<file path="src/rtl/voice_phase_acc_if.sv">
// ---------------------------------------------------------------------------
// voice_phase_acc_if
// Bus between the tuning-word demux / sequencer side and the two-voice DDS
// phase accumulator.
//   sample_tick  : one-cycle sample-rate pulse (may repeat on back-to-back cycles)
//   tw0, tw1     : per-voice tuning words (M bits)
//   tw_load      : per-voice load strobe, bit i captures tw_i
//   gate         : per-voice enable
//   wave_sel     : per-voice waveform, 0 = saw, 1 = square
//   sample_out   : mixed unsigned sample (W bits)
//   sample_valid : one-cycle pulse when sample_out is updated
//   wrap         : per-voice one-cycle pulse on accumulator carry-out
// master drives the control side, slave is the accumulator.
// ---------------------------------------------------------------------------
interface voice_phase_acc_if #(
   parameter int M = 12,
   parameter int W = 8
);
   logic         sample_tick;
   logic [M-1:0] tw0;
   logic [M-1:0] tw1;
   logic [1:0]   tw_load;
   logic [1:0]   gate;
   logic [1:0]   wave_sel;
   logic [W-1:0] sample_out;
   logic         sample_valid;
   logic [1:0]   wrap;

   modport master (
      output sample_tick, tw0, tw1, tw_load, gate, wave_sel,
      input  sample_out, sample_valid, wrap
   );

   modport slave (
      input  sample_tick, tw0, tw1, tw_load, gate, wave_sel,
      output sample_out, sample_valid, wrap
   );
endinterface

</file>
<file path="src/rtl/voice_phase_acc.sv">
// ---------------------------------------------------------------------------
// voice_phase_acc
// Two-voice DDS phase accumulator and mixer. Each voice latches its tuning
// word on a load strobe, advances its N-bit phase on every sample tick while
// gated, and yields a saw or square amplitude of W-1 bits. Both amplitudes
// are summed into one W-bit unsigned sample, two clocks after the tick.
// Ports:
//   clk   : system clock
//   rst_n : synchronous active-low reset
//   bus   : voice_phase_acc_if.slave (tick, tuning words, load strobes,
//           gate, wave_sel in; sample_out, sample_valid, wrap out)
// ---------------------------------------------------------------------------
module voice_phase_acc #(
   parameter int M = 12,
   parameter int N = 16,
   parameter int W = 8
) (
   input  logic             clk,
   input  logic             rst_n,
   voice_phase_acc_if.slave bus
);

   localparam int A = W - 1;

   logic [M-1:0] tw_reg0;
   logic [M-1:0] tw_reg1;
   logic [N-1:0] acc0_p0;
   logic [N-1:0] acc1_p0;
   logic [1:0]   wrap_p0;
   logic         vld_p0;
   logic [W-1:0] sample_p1;
   logic         vld_p1;
   logic [N:0]   sum0;
   logic [N:0]   sum1;

   // Amplitude of one voice from its registered phase; gated-off voices are silent.
   function automatic logic [W-1:0] amp(input logic [N-1:0] acc,
                                        input logic         en,
                                        input logic         sq);
      logic [A-1:0] a;
      if (!en)
         a = '0;
      else if (sq)
         a = {A{acc[N-1]}};
      else
         a = acc[N-1 -: A];
      return {1'b0, a};
   endfunction

   // Carry lands in bit N; tuning word zero-extended to the phase width.
   assign sum0 = {1'b0, acc0_p0} + {{(N + 1 - M){1'b0}}, tw_reg0};
   assign sum1 = {1'b0, acc1_p0} + {{(N + 1 - M){1'b0}}, tw_reg1};

   always_ff @(posedge clk) begin
      if (!rst_n) begin
         tw_reg0   <= '0;
         tw_reg1   <= '0;
         acc0_p0   <= '0;
         acc1_p0   <= '0;
         wrap_p0   <= '0;
         vld_p0    <= 1'b0;
         sample_p1 <= '0;
         vld_p1    <= 1'b0;
      end else begin
         // Stage p0: tuning capture and phase accumulation. The accumulate
         // reads the old tuning word when a load coincides with a tick.
         if (bus.tw_load[0]) tw_reg0 <= bus.tw0;
         if (bus.tw_load[1]) tw_reg1 <= bus.tw1;

         if (!bus.gate[0]) begin
            acc0_p0    <= '0;
            wrap_p0[0] <= 1'b0;
         end else if (bus.sample_tick) begin
            acc0_p0    <= sum0[N-1:0];
            wrap_p0[0] <= sum0[N];
         end else begin
            wrap_p0[0] <= 1'b0;
         end

         if (!bus.gate[1]) begin
            acc1_p0    <= '0;
            wrap_p0[1] <= 1'b0;
         end else if (bus.sample_tick) begin
            acc1_p0    <= sum1[N-1:0];
            wrap_p0[1] <= sum1[N];
         end else begin
            wrap_p0[1] <= 1'b0;
         end

         vld_p0 <= bus.sample_tick;

         // Stage p1: amplitude and mix from the updated phases, using gate
         // and wave_sel as they stand now; output holds between valids.
         vld_p1 <= vld_p0;
         if (vld_p0)
            sample_p1 <= amp(acc0_p0, bus.gate[0], bus.wave_sel[0])
                       + amp(acc1_p0, bus.gate[1], bus.wave_sel[1]);
      end
   end

   assign bus.sample_out   = sample_p1;
   assign bus.sample_valid = vld_p1;
   assign bus.wrap         = wrap_p0;

endmodule

</file>
<file path="src/flat_wrapper.sv">
// flat-port wrapper written by rule: the top's interface ports become plain ports
module voice_phase_acc_flat 
#(
   parameter int M = 12,
   parameter int N = 16,
   parameter int W = 8
)
  (clk, rst_n, bus_sample_tick, bus_tw0, bus_tw1, bus_tw_load, bus_gate, bus_wave_sel, bus_sample_out, bus_sample_valid, bus_wrap);
  voice_phase_acc_if #(.M(M), .W(W)) bus_i ();
  input  logic clk;
  input  logic rst_n;
  input wire logic [$bits(bus_i.sample_tick)-1:0] bus_sample_tick;
  input wire logic [$bits(bus_i.tw0)-1:0] bus_tw0;
  input wire logic [$bits(bus_i.tw1)-1:0] bus_tw1;
  input wire logic [$bits(bus_i.tw_load)-1:0] bus_tw_load;
  input wire logic [$bits(bus_i.gate)-1:0] bus_gate;
  input wire logic [$bits(bus_i.wave_sel)-1:0] bus_wave_sel;
  output wire logic [$bits(bus_i.sample_out)-1:0] bus_sample_out;
  output wire logic [$bits(bus_i.sample_valid)-1:0] bus_sample_valid;
  output wire logic [$bits(bus_i.wrap)-1:0] bus_wrap;
  assign bus_i.sample_tick = bus_sample_tick;
  assign bus_i.tw0 = bus_tw0;
  assign bus_i.tw1 = bus_tw1;
  assign bus_i.tw_load = bus_tw_load;
  assign bus_i.gate = bus_gate;
  assign bus_i.wave_sel = bus_wave_sel;
  assign bus_sample_out = bus_i.sample_out;
  assign bus_sample_valid = bus_i.sample_valid;
  assign bus_wrap = bus_i.wrap;
  voice_phase_acc #(.M(M), .N(N), .W(W)) u_core (.clk(clk), .rst_n(rst_n), .bus(bus_i));
endmodule
</file>
<file path="config.mk">
export PLATFORM = sky130hd
export DESIGN_NAME = voice_phase_acc_flat
export DESIGN_NICKNAME = d
export VERILOG_FILES = /design/src/rtl/voice_phase_acc_if.sv /design/src/rtl/voice_phase_acc.sv /design/src/flat_wrapper.sv
export SDC_FILE = /design/constraint.sdc
export NUM_CORES = 1
export LEC_CHECK = 0
export BUFFER_PORTS_ARGS = -buffer_cell sky130_fd_sc_hd__buf_2
export CORE_MARGIN = 3
export CORE_UTILIZATION = 59
export CTS_CLUSTER_SIZE = 16
export DETAILED_ROUTE_END_ITERATION = 8
export PLACE_DENSITY = 0.8
export SLEW_MARGIN = 20
export SYNTH_ARGS = -nofsm -noshare
export SYNTH_HDL_FRONTEND = slang
export SYNTH_SLANG_ARGS = --single-unit
export TNS_END_PERCENT = 5
</file>
<file path="constraint.sdc">
create_clock -name clk -period 2.4 [get_ports clk]
set_input_delay 0.12 -clock clk [delete_from_list [all_inputs] [get_ports clk]]
set_output_delay 0.12 -clock clk [all_outputs]
set_load 0.03 [all_outputs]
</file>
Yosys cells after proc, flatten, opt, wreduce, memory -nomap -nowiden
Cells that the tools add are included.
{"block": "word_totals", "reg_bits": 68, "out_inout_bits": 11, "input_bits": 33, "elab_cells": 24}
{"block": "classes", "n_mux": 8, "n_addsub": 3, "reduce_logical": 4}
{"cell": "2-to-1 mux 7 bit", "count": 6}
{"cell": "adder 16 x 12 -> 17 bit", "count": 2}
{"cell": "2-to-1 mux 6 bit", "count": 2}
{"cell": "adder 7 x 7 -> 8 bit", "count": 1}
{"cell": "AND reduction 3 bit", "count": 2}
{"cell": "AND reduction 2 bit", "count": 2}

Logic depth before layout (Yosys ltp)
{"block": "depth", "word_depth": 5, "mapped_depth": 10, "mapped_depth_nobuf": 10}

Worst setup path after synthesis
OpenSTA, ideal clock, no wires.
{"block": "synth_timing", "path_type": "reg-to-reg", "start": "register u_core.acc0_p0[0]", "end": "register u_core.acc0_p0[12]", "path_buffers": 0, "setup_time_ns": 0.120, "required_ns": 2.280, "synth_period_minus_slack_ns": 2.083, "path_stages_with_launch": 9, "slack_ns": 0.317, "arrival_ns": 1.962, "cell_sequence": "dfxtp_1 > ha_1 > fa_1 > a21o_1 > a31oi_1 > o31ai_2 > a211o_1 > mux2i_1 > o21ai_1"}
{"block": "synth_between", "elab_chain_cells": 1}
{"item": "from (decl)", "line": "voice_phase_acc.sv:27", "rtl": "logic [N-1:0] acc0_p0;"}
{"item": "from (signal assigned)", "line": "voice_phase_acc.sv:74", "rtl": "acc0_p0 <= sum0[N-1:0];"}
{"item": "adder 16 x 12 -> 17 bit", "line": "voice_phase_acc.sv:51", "rtl": "assign sum0 = {1'b0, acc0_p0} + {{(N + 1 - M){1'b0}}, tw_reg0};"}
Every way passes these cells.
A chain may end at the register's enable or synchronous reset.

Final worst setup path
{"block": "layout_timing", "start": "register u_core.acc0_p0[0]", "end": "register u_core.wrap_p0[0], in the netlist u_core.bus.wrap[0]"}
{"block": "layout_between", "elab_chain_cells": 1}
{"item": "adder 16 x 12 -> 17 bit", "line": "voice_phase_acc.sv:51"}
{"item": "to (signal assigned)", "line": "voice_phase_acc.sv:75", "rtl": "wrap_p0[0] <= sum0[N];"}
{"item": "to (decl)", "line": "voice_phase_acc.sv:29", "rtl": "logic [1:0] wrap_p0;"}
Every way passes these cells.

==> flow_metrics.env <==
export IMPL_num_vias=3418
export IMPL_ys_ff_latch=68
export IMPL_n_fill_cell=510
export IMPL_met1_usage=0.3112
export IMPL_overflow=0
export IMPL_yosysUniqueCellTypes=54
export IMPL_whs_endpoint="u_core.tw_reg1[4]"
export IMPL_clk_latency_ns=0.36
export IMPL_synth_edff_count=0
export IMPL_synth_seq_area_share=0.3337
export IMPL_powerDensity_nw_per_um2=568.8
export IMPL_grt_usage=0.2441
export IMPL_drt_pass1_iterations=4
export IMPL_ctsResizeCount=0
export IMPL_endpoint_kind="flop"
export IMPL_synth_cells=448
export IMPL_grt_util_met3=0.06452
export IMPL_timing_final_crit_share=0.9571
export IMPL_rows=29
export IMPL_status="finished clean"
export IMPL_routed_wl_um=8768
export IMPL_avgViaCountPerCell=5.965
export IMPL_synth_warnings=0
export IMPL_avgSynthCellArea_um2=9.105
export IMPL_crit_type="reg2reg"
export IMPL_synth_top_area_share=0.3337
export IMPL_layout_drive_gt1_share=0.1472
export IMPL_rsz0062_at_grt="no"
export IMPL_p_leak_nw=2.053
export IMPL_critPathMaxFanout=4
export IMPL_hold_class="in2reg"
export IMPL_cts_root_buf="clkbuf_8"
export IMPL_portBuffers=43
export IMPL_synth_ff_type="dfxtp_1"
export IMPL_synthMostInstantiatedCell="dfxtp_1"
export IMPL_cts_setup_buffers=0
export IMPL_wire_per_inst_um=15.30
export IMPL_tightest_slew_ns=0.5213
export IMPL_htreeDepth=3
export IMPL_use_met2=0.4005
export IMPL_drtIter0Drc=219
export IMPL_crit_chain="ha_1 -> fa_1 -> a21o_1 -> a31oi_1 -> o31ai_2 -> a211o_1 -> a21oi_1 -> nor4bb_1"
export IMPL_rr_startpoint="u_core.acc0_p0[0]"
export IMPL_numCtsBuffers=9
export IMPL_synthArstFlopShare=0
export IMPL_synth_top_cells_by_count="dfxtp_1, mux2i_1, nor2b_1"
export IMPL_drc=0
export IMPL_start_kind="flop"
export IMPL_critical_path_arrival_ns=2.54
export IMPL_reg2reg_to="u_core.bus.wrap[0]"
export IMPL_clk_pin_slew_ns=0.08
export IMPL_stdcell_count=573
export IMPL_yosys_top_cells_area="dfxtp_1, mux2i_1, ha_1, nor2b_1, a21oi_1"
export IMPL_syn_area_um2=4079
export IMPL_cp_slowest_stage_delay_ns=0.41
export IMPL_gp_congestion=0.9018
export IMPL_diodes=0
export IMPL_relSlewSlack=0.6520
export IMPL_first_global_vias=3374
export IMPL_dp_hpwl_um=6355
export IMPL_cts_tree="built"
export IMPL_setup_violations=0
export IMPL_grt_pass1_wl_um=15220
export IMPL_drtAntennaViolNets=0
export IMPL_antenna_found_initial=0
export IMPL_rr_worst_depth=8
export IMPL_cap_violations=0
export IMPL_io_pins=44
export IMPL_area_growth_pct=12.91
export IMPL_grt_max_degree=31
export IMPL_final_nets=558
export IMPL_critPathSlowestCell="fa_1"
export IMPL_finalMaxSlewViolations=0
export IMPL_period_needed_ns=2.297
export IMPL_cts_hold_buf=0
export IMPL_synth_top_area_cell="dfxtp_1"
export IMPL_clock_fmax_mhz=435.3
export IMPL_die_w_um=89.15
export IMPL_fin_setup_tns_ns=0
export IMPL_whs_path_depth=3
export IMPL_cts_sinks=68
export IMPL_finClkSkew_ns=0.009954
export IMPL_ir_drop_mv=0.4578
export IMPL_die_y_um=89.15
export IMPL_synthesis_nets=515
export IMPL_place_inst=557
export IMPL_holdCritStartpoint="bus_tw1[4]"
export IMPL_crit_required_ns=2.64
export IMPL_finalHoldViolations=0
export IMPL_initial_utilization=0.6245
export IMPL_grt_busiest_layer="met2"
export IMPL_die_area_um2=7947
export IMPL_cts_buffer_depth=2
export IMPL_reg2reg_setup_slack_ns=0.10
export IMPL_core_area_um2=6531
==> worst max-delay path by stage <==
stage / startpoint / to / slack [ns] / cells after the start
after global routing: u_core.acc0_p0[0] / u_core.bus.wrap[0] / 0.004 / 8
final: u_core.acc0_p0[0] / u_core.bus.wrap[0] / 0.10 / 8
after detailed placement: u_core.acc1_p0[15] / u_core.bus.sample_out[6] / 0.07 / 10
after CTS: u_core.acc1_p0[15] / u_core.bus.sample_out[6] / 0.02 / 10
after floorplan: u_core.acc0_p0[0] / u_core.acc0_p0[12] / 0.32 / 8
after global placement: u_core.acc0_p0[0] / u_core.acc0_p0[12] / 0.22 / 8
==> metal layers <==
metal | share of wire | vias to the layer above
met4 | 0.021 | 0
met3 | 0.044 | 16
met5 | 0 | -
met1 | 0.46 | 1617
li1 | - | 1708
met2 | 0.47 | 77
==> cell type report <==
cell class / instances / area (um2) / area share
timing repair buffer: 47 / 245.2 / 0.05325
tap: 77 / 96.34 / 0.02092
sequential: 68 / 1361 / 0.2956
inverter: 3 / 11.26 / 0.002445
clock inverter: 6 / 112.6 / 0.02445
multi-input combinational: 362 / 2651 / 0.5757
clock buffer: 10 / 127.6 / 0.02771
==> cells by family after synthesis <==
group                      after synthesis  share of synthesized area
xor gates and xnor gates                23                    0.04939
and+or+nand+nor                        146                     0.1963
AOI/OAI and AO/OA                      117                     0.1905
muxes                                   42                     0.1034
buffers and inverters                   18                    0.01687
DFF                                     68                     0.3337
adders and majority gates               34                     0.1098
==> report_power, final <==
group,internal [W],switching [W],leakage [nW]
Combinational,0.000128,0.000149,1.38
Sequential,0.00116,0.0000277,0.554
Clock,0.000692,0.000458,0.120
==> cell usage in the layout, fill, tap and decap left out, drive strengths merged, types with 2 or more instances in the layout <==
cell     Yosys  routed
dfxtp       68      68
buf          5      47
mux2i       41      41
nor2b       36      36
ha          31      31
a21oi       28      28
nor2        27      27
nand2       24      24
o21ai       22      22
nand2b      20      20
xnor2       15      15
a21boi      12      12
a21o        11      11
clkbuf      10      10
nand3        9       9
o22ai        8       8
xor2         8       8
and2         5       5
a211oi       5       5
nor3b        5       5
a31oi        5       5
o31ai        5       5
inv          3       3
nand4        3       3
o211ai       3       3
o2111ai      3       3
or2          3       3
o21a         3       3
nor3         3       3
and3         3       3
fa           3       3
bufinv       0       3
clkinv       0       3
o21bai       2       2
a211o        2       2
or3          2       2
o31a         2       2
==> flip-flops by register name, summed over array words and instances, names as in the netlist <==
signal,cells
u_core.bus.sample_valid,1
u_core.tw_reg1,12
u_core.tw_reg0,12
u_core.acc1_p0,16
u_core.vld_p0,1
u_core.bus.sample_out,8
u_core.acc0_p0,16
u_core.bus.wrap,2
==> worst max-delay path: cells and delay by family (launching register included) <==
family	cells	cell delay, ns
AO/OA/AOI/OAI	5	1.16
adder cells (fa/ha/maj)	2	0.64
flip-flops	1	0.32
AND/OR/NAND/NOR	1	0.07
==> through the flow <==
stage | setup slack [ns] | hold WS [ns] | instance area, um2 | util | power [W]
floorplan | 0.3174 | 0.2895 | 4079 | - | 0.001414
global placement | 0.2166 | 0.3744 | 4363 | 0.6680 | 0.001482
detailed placement | 0.07056 | 0.3844 | 4363 | 0.6680 | 0.001494
CTS | 0.02450 | 0.01566 | 4603 | 0.7048 | 0.002635
global route | 0.004254 | 0.02896 | 4606 | 0.7052 | 0.002729
finish | 0.1029 | 0.01745 | 4606 | 0.7052 | 0.002620
No activity file was read; power rests on OpenSTA's default activity.
